--- src/rtl/alu_defs_pkg.sv ---
// Shared ALU/pipeline definitions.
//   - 3-bit ALU operation codes driven on the Ctrl bus.
//   - Bit positions inside the 6-bit decoded control word Id_Ctl,
//     laid out as {AluSrc, RegDst, MemRead, MemWrite, RegWrite, MemToReg}.
//   - Default datapath and register-number widths.
package alu_defs_pkg;

  localparam int unsigned DefW  = 32;
  localparam int unsigned DefRw = 5;

  localparam logic [2:0] AluAdd = 3'b000;
  localparam logic [2:0] AluLw  = 3'b001;
  localparam logic [2:0] AluSw  = 3'b010;
  localparam logic [2:0] AluAnd = 3'b011;
  localparam logic [2:0] AluNor = 3'b100;
  localparam logic [2:0] AluSll = 3'b101;
  localparam logic [2:0] AluBeq = 3'b110;
  localparam logic [2:0] AluSlt = 3'b111;

  localparam int unsigned CtlAluSrc   = 5;
  localparam int unsigned CtlRegDst   = 4;
  localparam int unsigned CtlMemRead  = 3;
  localparam int unsigned CtlMemWrite = 2;
  localparam int unsigned CtlRegWrite = 1;
  localparam int unsigned CtlMemToReg = 0;

endpackage

--- src/rtl/fwd_mux.sv ---
// Operand bypass mux for one source register.
//   reg_num      register number held in the EX slot
//   reg_val      register-file value captured with it
//   mem_regwrite/mem_rd/mem_result  EX/MEM bypass source
//   wb_regwrite/wb_rd/wb_data       MEM/WB bypass source
//   operand      forwarded value
// Register 0 is hard-wired, so it is never bypassed. EX/MEM is the younger
// result and therefore wins over MEM/WB.
module fwd_mux #(
  parameter int unsigned W  = 32,
  parameter int unsigned RW = 5
) (
  input  logic [RW-1:0] reg_num,
  input  logic [W-1:0]  reg_val,
  input  logic          mem_regwrite,
  input  logic [RW-1:0] mem_rd,
  input  logic [W-1:0]  mem_result,
  input  logic          wb_regwrite,
  input  logic [RW-1:0] wb_rd,
  input  logic [W-1:0]  wb_data,
  output logic [W-1:0]  operand
);

  always_comb begin
    operand = reg_val;
    if (reg_num != '0) begin
      if (mem_regwrite && (mem_rd == reg_num)) begin
        operand = mem_result;
      end else if (wb_regwrite && (wb_rd == reg_num)) begin
        operand = wb_data;
      end
    end
  end

endmodule

--- src/rtl/id_ex_stage.sv ---
// ID/EX pipeline register with operand forwarding and load-use detection.
// Inputs : Clk, Rst_n (sync, active-low), decode slot (Id_*), Hold, Flush,
//          EX/MEM bypass (Mem_*), MEM/WB bypass (Wb_*).
// Outputs: In1/In2/Ctrl to the ALU, Ex_StoreData, Ex_WriteReg, registered
//          memory/write-back controls, Ex_Valid, and combinational Stall_Req.
// Edge priority: reset > Flush (bubble) > Hold (keep) > Stall_Req (bubble)
// > load decode slot.
module id_ex_stage import alu_defs_pkg::*; #(
  parameter int unsigned W  = DefW,
  parameter int unsigned RW = DefRw
) (
  input  logic          Clk,
  input  logic          Rst_n,
  input  logic          Id_Valid,
  input  logic [W-1:0]  Id_Rs_Data,
  input  logic [W-1:0]  Id_Rt_Data,
  input  logic [W-1:0]  Id_Imm,
  input  logic [4:0]    Id_Shamt,
  input  logic [RW-1:0] Id_Rs,
  input  logic [RW-1:0] Id_Rt,
  input  logic [RW-1:0] Id_Rd,
  input  logic [2:0]    Id_AluCtrl,
  input  logic [5:0]    Id_Ctl,
  input  logic          Hold,
  input  logic          Flush,
  input  logic          Mem_RegWrite,
  input  logic [RW-1:0] Mem_Rd,
  input  logic [W-1:0]  Mem_Result,
  input  logic          Wb_RegWrite,
  input  logic [RW-1:0] Wb_Rd,
  input  logic [W-1:0]  Wb_Data,
  output logic [W-1:0]  In1,
  output logic [W-1:0]  In2,
  output logic [2:0]    Ctrl,
  output logic [W-1:0]  Ex_StoreData,
  output logic [RW-1:0] Ex_WriteReg,
  output logic          Ex_MemRead,
  output logic          Ex_MemWrite,
  output logic          Ex_RegWrite,
  output logic          Ex_MemToReg,
  output logic          Ex_Valid,
  output logic          Stall_Req
);

  logic          ex_valid_q;
  logic [2:0]    alu_op_q;
  logic          alu_src_q;
  logic          mem_read_q;
  logic          mem_write_q;
  logic          reg_write_q;
  logic          mem_to_reg_q;
  logic [RW-1:0] write_reg_q;
  logic [RW-1:0] rs_q;
  logic [RW-1:0] rt_q;
  logic [W-1:0]  rs_data_q;
  logic [W-1:0]  rt_data_q;
  logic [W-1:0]  imm_q;
  logic [4:0]    shamt_q;

  logic [W-1:0]  fwd_rs;
  logic [W-1:0]  fwd_rt;
  logic          stall;

  // A load in EX cannot forward its data in time for the instruction in ID.
  // rt only matters when it is read as an operand (no immediate) or as store data.
  assign stall = ex_valid_q && mem_read_q && (write_reg_q != '0) && Id_Valid &&
                 ((write_reg_q == Id_Rs) ||
                  ((write_reg_q == Id_Rt) &&
                   (!Id_Ctl[CtlAluSrc] || Id_Ctl[CtlMemWrite])));

  always_ff @(posedge Clk) begin
    if (!Rst_n || Flush || (!Hold && stall)) begin
      // Bubble: clearing rs/rt to 0 also disables any forwarding.
      ex_valid_q   <= 1'b0;
      alu_op_q     <= AluAdd;
      alu_src_q    <= 1'b0;
      mem_read_q   <= 1'b0;
      mem_write_q  <= 1'b0;
      reg_write_q  <= 1'b0;
      mem_to_reg_q <= 1'b0;
      write_reg_q  <= '0;
      rs_q         <= '0;
      rt_q         <= '0;
      rs_data_q    <= '0;
      rt_data_q    <= '0;
      imm_q        <= '0;
      shamt_q      <= '0;
    end else if (!Hold) begin
      ex_valid_q   <= Id_Valid;
      alu_op_q     <= Id_AluCtrl;
      alu_src_q    <= Id_Ctl[CtlAluSrc];
      mem_read_q   <= Id_Ctl[CtlMemRead];
      mem_write_q  <= Id_Ctl[CtlMemWrite];
      reg_write_q  <= Id_Ctl[CtlRegWrite];
      mem_to_reg_q <= Id_Ctl[CtlMemToReg];
      write_reg_q  <= Id_Ctl[CtlRegDst] ? Id_Rd : Id_Rt;
      rs_q         <= Id_Rs;
      rt_q         <= Id_Rt;
      rs_data_q    <= Id_Rs_Data;
      rt_data_q    <= Id_Rt_Data;
      imm_q        <= Id_Imm;
      shamt_q      <= Id_Shamt;
    end
  end

  fwd_mux #(
    .W  (W),
    .RW (RW)
  ) u_fwd_rs (
    .reg_num      (rs_q),
    .reg_val      (rs_data_q),
    .mem_regwrite (Mem_RegWrite),
    .mem_rd       (Mem_Rd),
    .mem_result   (Mem_Result),
    .wb_regwrite  (Wb_RegWrite),
    .wb_rd        (Wb_Rd),
    .wb_data      (Wb_Data),
    .operand      (fwd_rs)
  );

  fwd_mux #(
    .W  (W),
    .RW (RW)
  ) u_fwd_rt (
    .reg_num      (rt_q),
    .reg_val      (rt_data_q),
    .mem_regwrite (Mem_RegWrite),
    .mem_rd       (Mem_Rd),
    .mem_result   (Mem_Result),
    .wb_regwrite  (Wb_RegWrite),
    .wb_rd        (Wb_Rd),
    .wb_data      (Wb_Data),
    .operand      (fwd_rt)
  );

  // sll shifts the rt value by shamt; everything else is rs op (imm | rt).
  always_comb begin
    if (alu_op_q == AluSll) begin
      In1 = fwd_rt;
      In2 = {{(W-5){1'b0}}, shamt_q};
    end else begin
      In1 = fwd_rs;
      In2 = alu_src_q ? imm_q : fwd_rt;
    end
  end

  assign Ctrl         = alu_op_q;
  assign Ex_StoreData = fwd_rt;
  assign Ex_WriteReg  = write_reg_q;
  assign Ex_MemRead   = mem_read_q;
  assign Ex_MemWrite  = mem_write_q;
  assign Ex_RegWrite  = reg_write_q;
  assign Ex_MemToReg  = mem_to_reg_q;
  assign Ex_Valid     = ex_valid_q;
  assign Stall_Req    = stall;

endmodule

--- config.mk ---
export PLATFORM = sky130hd
export DESIGN_NAME = id_ex_stage
export DESIGN_NICKNAME = d
export VERILOG_FILES = /design/src/rtl/alu_defs_pkg.sv /design/src/rtl/fwd_mux.sv /design/src/rtl/id_ex_stage.sv
export SDC_FILE = /design/constraint.sdc
export NUM_CORES = 1
export LEC_CHECK = 0
export ABC_AREA = 1
export CORE_UTILIZATION = 30
export CTS_CLUSTER_DIAMETER = 200
export DETAILED_ROUTE_END_ITERATION = 16
export GPL_ROUTABILITY_DRIVEN = 0
export MAX_ROUTING_LAYER = met4
export PLACE_DENSITY = 0.65
export RECOVER_POWER = 25
export SLEW_MARGIN = 0
export SYNTH_ARGS = -nofsm -noshare
export SYNTH_HDL_FRONTEND = slang
export SYNTH_SLANG_ARGS = --single-unit
--- constraint.sdc ---
create_clock -name Clk -period 1.8 [get_ports Clk]
set_input_delay 0.45 -clock Clk [delete_from_list [all_inputs] [get_ports Clk]]
set_output_delay 0.45 -clock Clk [all_outputs]
set_load 0.005 [all_outputs]
After elaboration in Yosys (flattened, before gate mapping)
Index checks and enable logic that the tools add are counted.
W data, S select, Z words.

cells by class
  add/sub/neg operators = 0
  multipliers = 0
  divide/modulo/power cells = 0
  $lt $le $gt $ge = 0
  equality and inequality tests = 7
  shifts and indexed selects = 0
  mux-type cells = 10
  bitwise operators = 0
  reduce and logical (&&, ||, !) cells = 20

operator list
  kind                  count
  $mux W32              9
  $eq A5 B5 Y1          6
  $reduce_bool A5 Y1    3
  $logic_and A1 B1 Y1   10
  $mux W5               1
  $logic_or A1 B1 Y1    4
  $eq A3 B3 Y1 const B  1
  $logic_not A1 Y1      3

word-level totals
  bits in registers = 125
  latch bits = 0
  memory bits (writable) = 0
  bits in read-only memories = 0
  output and inout bits = 110
  logic and storage cells = 51
  memories = 0

Logic depth before layout (Yosys ltp)
  word-level depth = 7
  mapped depth = 14
  gate-level depth less buffers = 12

Cells and area by module
From an unflattened synthesis, not the netlist that was laid out.

unflattened totals
  cells, all modules = 1,348
  area total of the unflattened synthesis = 8,400.6 um2

by module, submodules not included
  module       instances  cells each  area an instance (um2)
  id_ex_stage  1          736         5,685.5
  fwd_mux      2          306         1,357.6

Least setup slack after synthesis
OpenSTA, ideal clock, no wires.

  path type = input port to output port
  start = input Wb_Rd[4]
  end = output In1[10]
  arrival = 1.462 ns
  data required time = 1.350 ns
  path slack = -0.112 ns
  stages on the path = 12
  buffers on the path = 1
  path through = inv_1 nand2_1 a21oi_1 nand3_2 nand2_2 nand2_4 buf_6 nand2_1 nand2_1 inv_2 nand2_1 nand2_1

between the ends
  word-level cells in the longest chain between the ends = 6
  elaborated cells on any way between the ends = 11
  classes of those cells = eq/ne: 2; mux: 7; reduce/logical: 2

RTL lines
  what                  RTL line            text
  start, declared       id_ex_stage.sv:30   input logic [RW-1:0] Wb_Rd,
  $eq A5 B5 Y1          fwd_mux.sv:29       end else if (wb_regwrite && (wb_rd == reg_num)) begin
  $logic_and A1 B1 Y1   fwd_mux.sv:29
  $mux W32              fwd_mux.sv:29
  $mux W32              fwd_mux.sv:27       if (mem_regwrite && (mem_rd == reg_num)) begin
  $mux W32              fwd_mux.sv:26       if (reg_num != '0) begin
  net Ex_StoreData[10]  id_ex_stage.sv:35   output logic [W-1:0] Ex_StoreData,
  $mux W32              id_ex_stage.sv:138  if (alu_op_q == AluSll) begin
  end, declared         id_ex_stage.sv:32   output logic [W-1:0] In1,

The timed path passes the listed nets, and every way through them passes these cells.

Worst setup path after layout
  start = register rt_q[2]
  end = output In2[21]

between the ends
  word-level cells in the longest chain between the ends = 7
  elaborated cells on any way between the ends = 10
  classes of those cells = eq/ne: 2; mux: 5; reduce/logical: 3

RTL lines
  what                    RTL line            text
  start, declared         id_ex_stage.sv:54   logic [RW-1:0] rt_q;
  start signal, assigned  id_ex_stage.sv:98   rt_q <= Id_Rt;
  $eq A5 B5 Y1            fwd_mux.sv:29
  $logic_and A1 B1 Y1     fwd_mux.sv:29
  $mux W32                fwd_mux.sv:29
  $mux W32                fwd_mux.sv:27
  $mux W32 (*)            fwd_mux.sv:26
  $mux W32 (*)            id_ex_stage.sv:143  In2 = alu_src_q ? imm_q : fwd_rt;
  $mux W32 (*)            id_ex_stage.sv:138
  end, declared           id_ex_stage.sv:33   output logic [W-1:0] In2,

Every way passes the cells marked *; elsewhere a longest branch is shown, timed or not.

==> flow_summary.toml <==
[setup_path]
max_stage_delay_ns = 0.37
end_kind = "primary output"
start_kind = "flip-flop"
worstSetupPathType = "flip-flop to primary output"
crit_chain = "inv_4, buf_6, nand2_4, nand2_4, nor2_4, nand3_4, buf_8, buf_8, o21ai_4, nand2_2, nand2_2, buf_6, a21oi_4, buf_2"
crit_arrival_ns = 2.33
path_max_fanout = 7
worst-path-buf-inv = 6
cp_slowest_cell = "dfxtp_4"
crit_required_ns = 1.35
cp_top_family = "buffers and inverters"

[timing]
hold_viol = 0
fmax_mhz = 360
worst_pin_slew_ns = 0.482
timing.final.ws_setup_ns = -0.978
finalClockSkew_ns = 0.0116
drv_slew = 0
rsz0062_at_grt = "yes"
setup_viol = 164
min_period_over_period_pct = 154
maxSlewHeadroom_pct = 67.8
fin_setup_tns_ns = -86.86
period_needed_ns = 2.78

[logic_synthesis]
syn_area_mm2 = 0.00823
synthDistinctLibCells = 26
ys_seq_area_share_pct = 30.4
synthAdderAreaFrac_pct = 0
synth_compound_area_share_pct = 11.7
synth_seq_cells = 125
synth-xor-area-share_pct = 0.852
yosys.area_share.simple_pct = 37.4
postSynthAreaPerCell_um2 = 5.95
synth_top_family_by_area = "simple AND/OR/NAND/NOR gates"
synth_cells = 1383
ys_warn_count = 0
syn_nets = 1589
synthMuxAreaShare_pct = 7.06

[die]
die_area_mm2 = 0.0281
die_h_um = 168
num_rows = 60
die_w_um = 168
coreArea_mm2 = 0.0270
initial_core_util_pct = 30.5
num_io_pins = 316

[clock_network]
cts.root.buffer_cell = "clkbuf_16"
cts_buffers = 17
clock-sinks = 125
clk-insertion-delay-late_ns = 0.43
htreeDepth = 4
clockBufferDepth = 2
path_clk_slew_ns = 0.06
cts_tree = "built"

[finish]
layout_commonest_cell = "nand2_1"
syn2layout_area_growth_pct = 87.2
drive_gt1_share_pct = 36.9
stdcell_count = 2193
nFillCells = 2508
final_cell_mix = "301 x nand2_1, 185 x clkdlybuf4s50_1, 174 x nor2_1, 116 x dfxtp_1, 101 x o21ai_0"
layout.nets = 2043

[outcome]
violations = "negative setup slack"
outcome = "finished, violations left"

[global_routing]
grt_max_degree = 50
grt_remaining_overflow = 0
antenna_found_initial = 2
grt_pass1_wl_um = 58800
grt_usage_pct = 28.2
grt_pass1_vias = 10500

[placed_design]
dp.cells = 2084
place_hpwl_um = 27000
io_buffers = 315

[route]
drc_errors = 0
post_drt_wl_per_cell_um = 17.9
finalWirelength_um = 39200
vias_per_cell = 4.89
first_pass_iters = 5
vias = 10700
final_antenna_net_count = 0
drtIter0Drc = 671

[run]
max_cap_viol_count = 0

[power_and_ir_drop]
ir_drop_uv = 595
total_power_mw = 9.35
p_per_area_mw_per_mm2 = 607
leakage_nw = 7.50

[worst_hold_path]
hp-class = "input port to flip-flop"
metrics by stage:
step,setup WS (ns),area [um2],utilization [%],hold slack (ns)
finish,-0.978,15400,57.1,0.442
global placement,-1.58,12900,47.9,0.484
detailed placement,-1.59,12900,47.9,0.496
global route,-1.06,15400,57.1,0.432
CTS,-0.977,14800,55.0,0.421
floorplan,-0.0766,8470,-,0.473
repair_timing:
item,CTS,global route
cloned,16,1
setup endpoints to repair,230,224
pin swaps,98,83
hold buffers,0,0
hold endpoints to repair,0,0
buffers inserted,59,15
gates resized for setup,641,255
Yosys cell counts:
library cell / n / area (um2)
buf_6: 7 / 78.8
nand2_2: 3 / 18.8
inv_2: 30 / 113
nor2_1: 249 / 935
nand3_2: 2 / 20.0
nand2_4: 1 / 11.3
nor4_4: 1 / 21.3
buf_4: 9 / 67.6
xor2_1: 5 / 43.8
inv_1: 123 / 462
a21oi_1: 36 / 180
dfxtp_1: 125 / 2500
xnor2_1: 3 / 26.3
nor3_1: 5 / 25.0
buf_1: 2 / 7.51
nor2_2: 24 / 150
o22ai_1: 2 / 12.5
clkbuf_1: 35 / 131
buf_2: 35 / 175
nand3_1: 44 / 220
nand2_1: 408 / 1530
a21oi_2: 1 / 8.76
o21ai_1: 40 / 200
nand4_1: 23 / 144
mux2i_1: 58 / 581
o21ai_0: 112 / 561
worst paths after layout:
check | startpoint | endpoint | slack, ns | depth (start not counted)
max reg2reg | Ex_WriteReg[3] | rt_data_q[29] | -0.11 | 11
min reg2reg | imm_q[29] | imm_q[29] | 0.51 | 2
max | rt_q[2] | In2[21] | -0.98 | 14
min | Hold | imm_q[4] | 0.44 | 3
state kept, by name (all words and copies together) (netlist names):
name,cells
imm_q,32
rs_data_q,32
rt_data_q,32
Ex_WriteReg,5
rs_q,5
rt_q,5
shamt_q,5
Ctrl,3
Ex_MemRead,1
Ex_MemToReg,1
Ex_MemWrite,1
Ex_RegWrite,1
Ex_Valid,1
alu_src_q,1
kinds of logic after synthesis:
kind of cell,Yosys count
mux,58
flops,125
buf+inv,241
xor+xnor,8
simple gates,760
compound gates,191
final cells by class:
class                   count  area, um2  share of cell area (%)
well taps                 341        427                    2.77
flip-flops and latches    125       2530                    16.4
multi-input cells        1019       5980                    38.8
diodes                      2       5.00                  0.0325
repair buffers            521       5210                    33.8
inverters                 153        649                    4.22
clock inverters            15        185                    1.20
clock buffers              17        425                    2.76
worst register-to-register path: stages, from the launching register on:
cell	delay, ns
dfxtp_1	0.45
nor2_1	0.10
nor3_2	0.22
nand3_1	0.12
a21oi_2	0.14
buf_4	0.13
nand2_4	0.05
buf_12	0.13
nand2_8	0.11
buf_12	0.17
buf_16	0.14
nor2_4	0.03
power breakdown:
group          switching, mW  internal, mW  leakage [nW]
combinational           1.34          1.40          6.17
sequential            0.0595          2.87          1.03
clock                   1.48          2.20         0.295
metal layers:
layer	GRT usage, %	vias to the layer above	routed length, um
met5	-	-	0
met4	9.49	0	1200
met3	6.59	70	3040
met2	48.9	480	19300
met1	31.6	4953	15600
li1	-	5225	-
No activity file was read; power rests on OpenSTA's default activity.
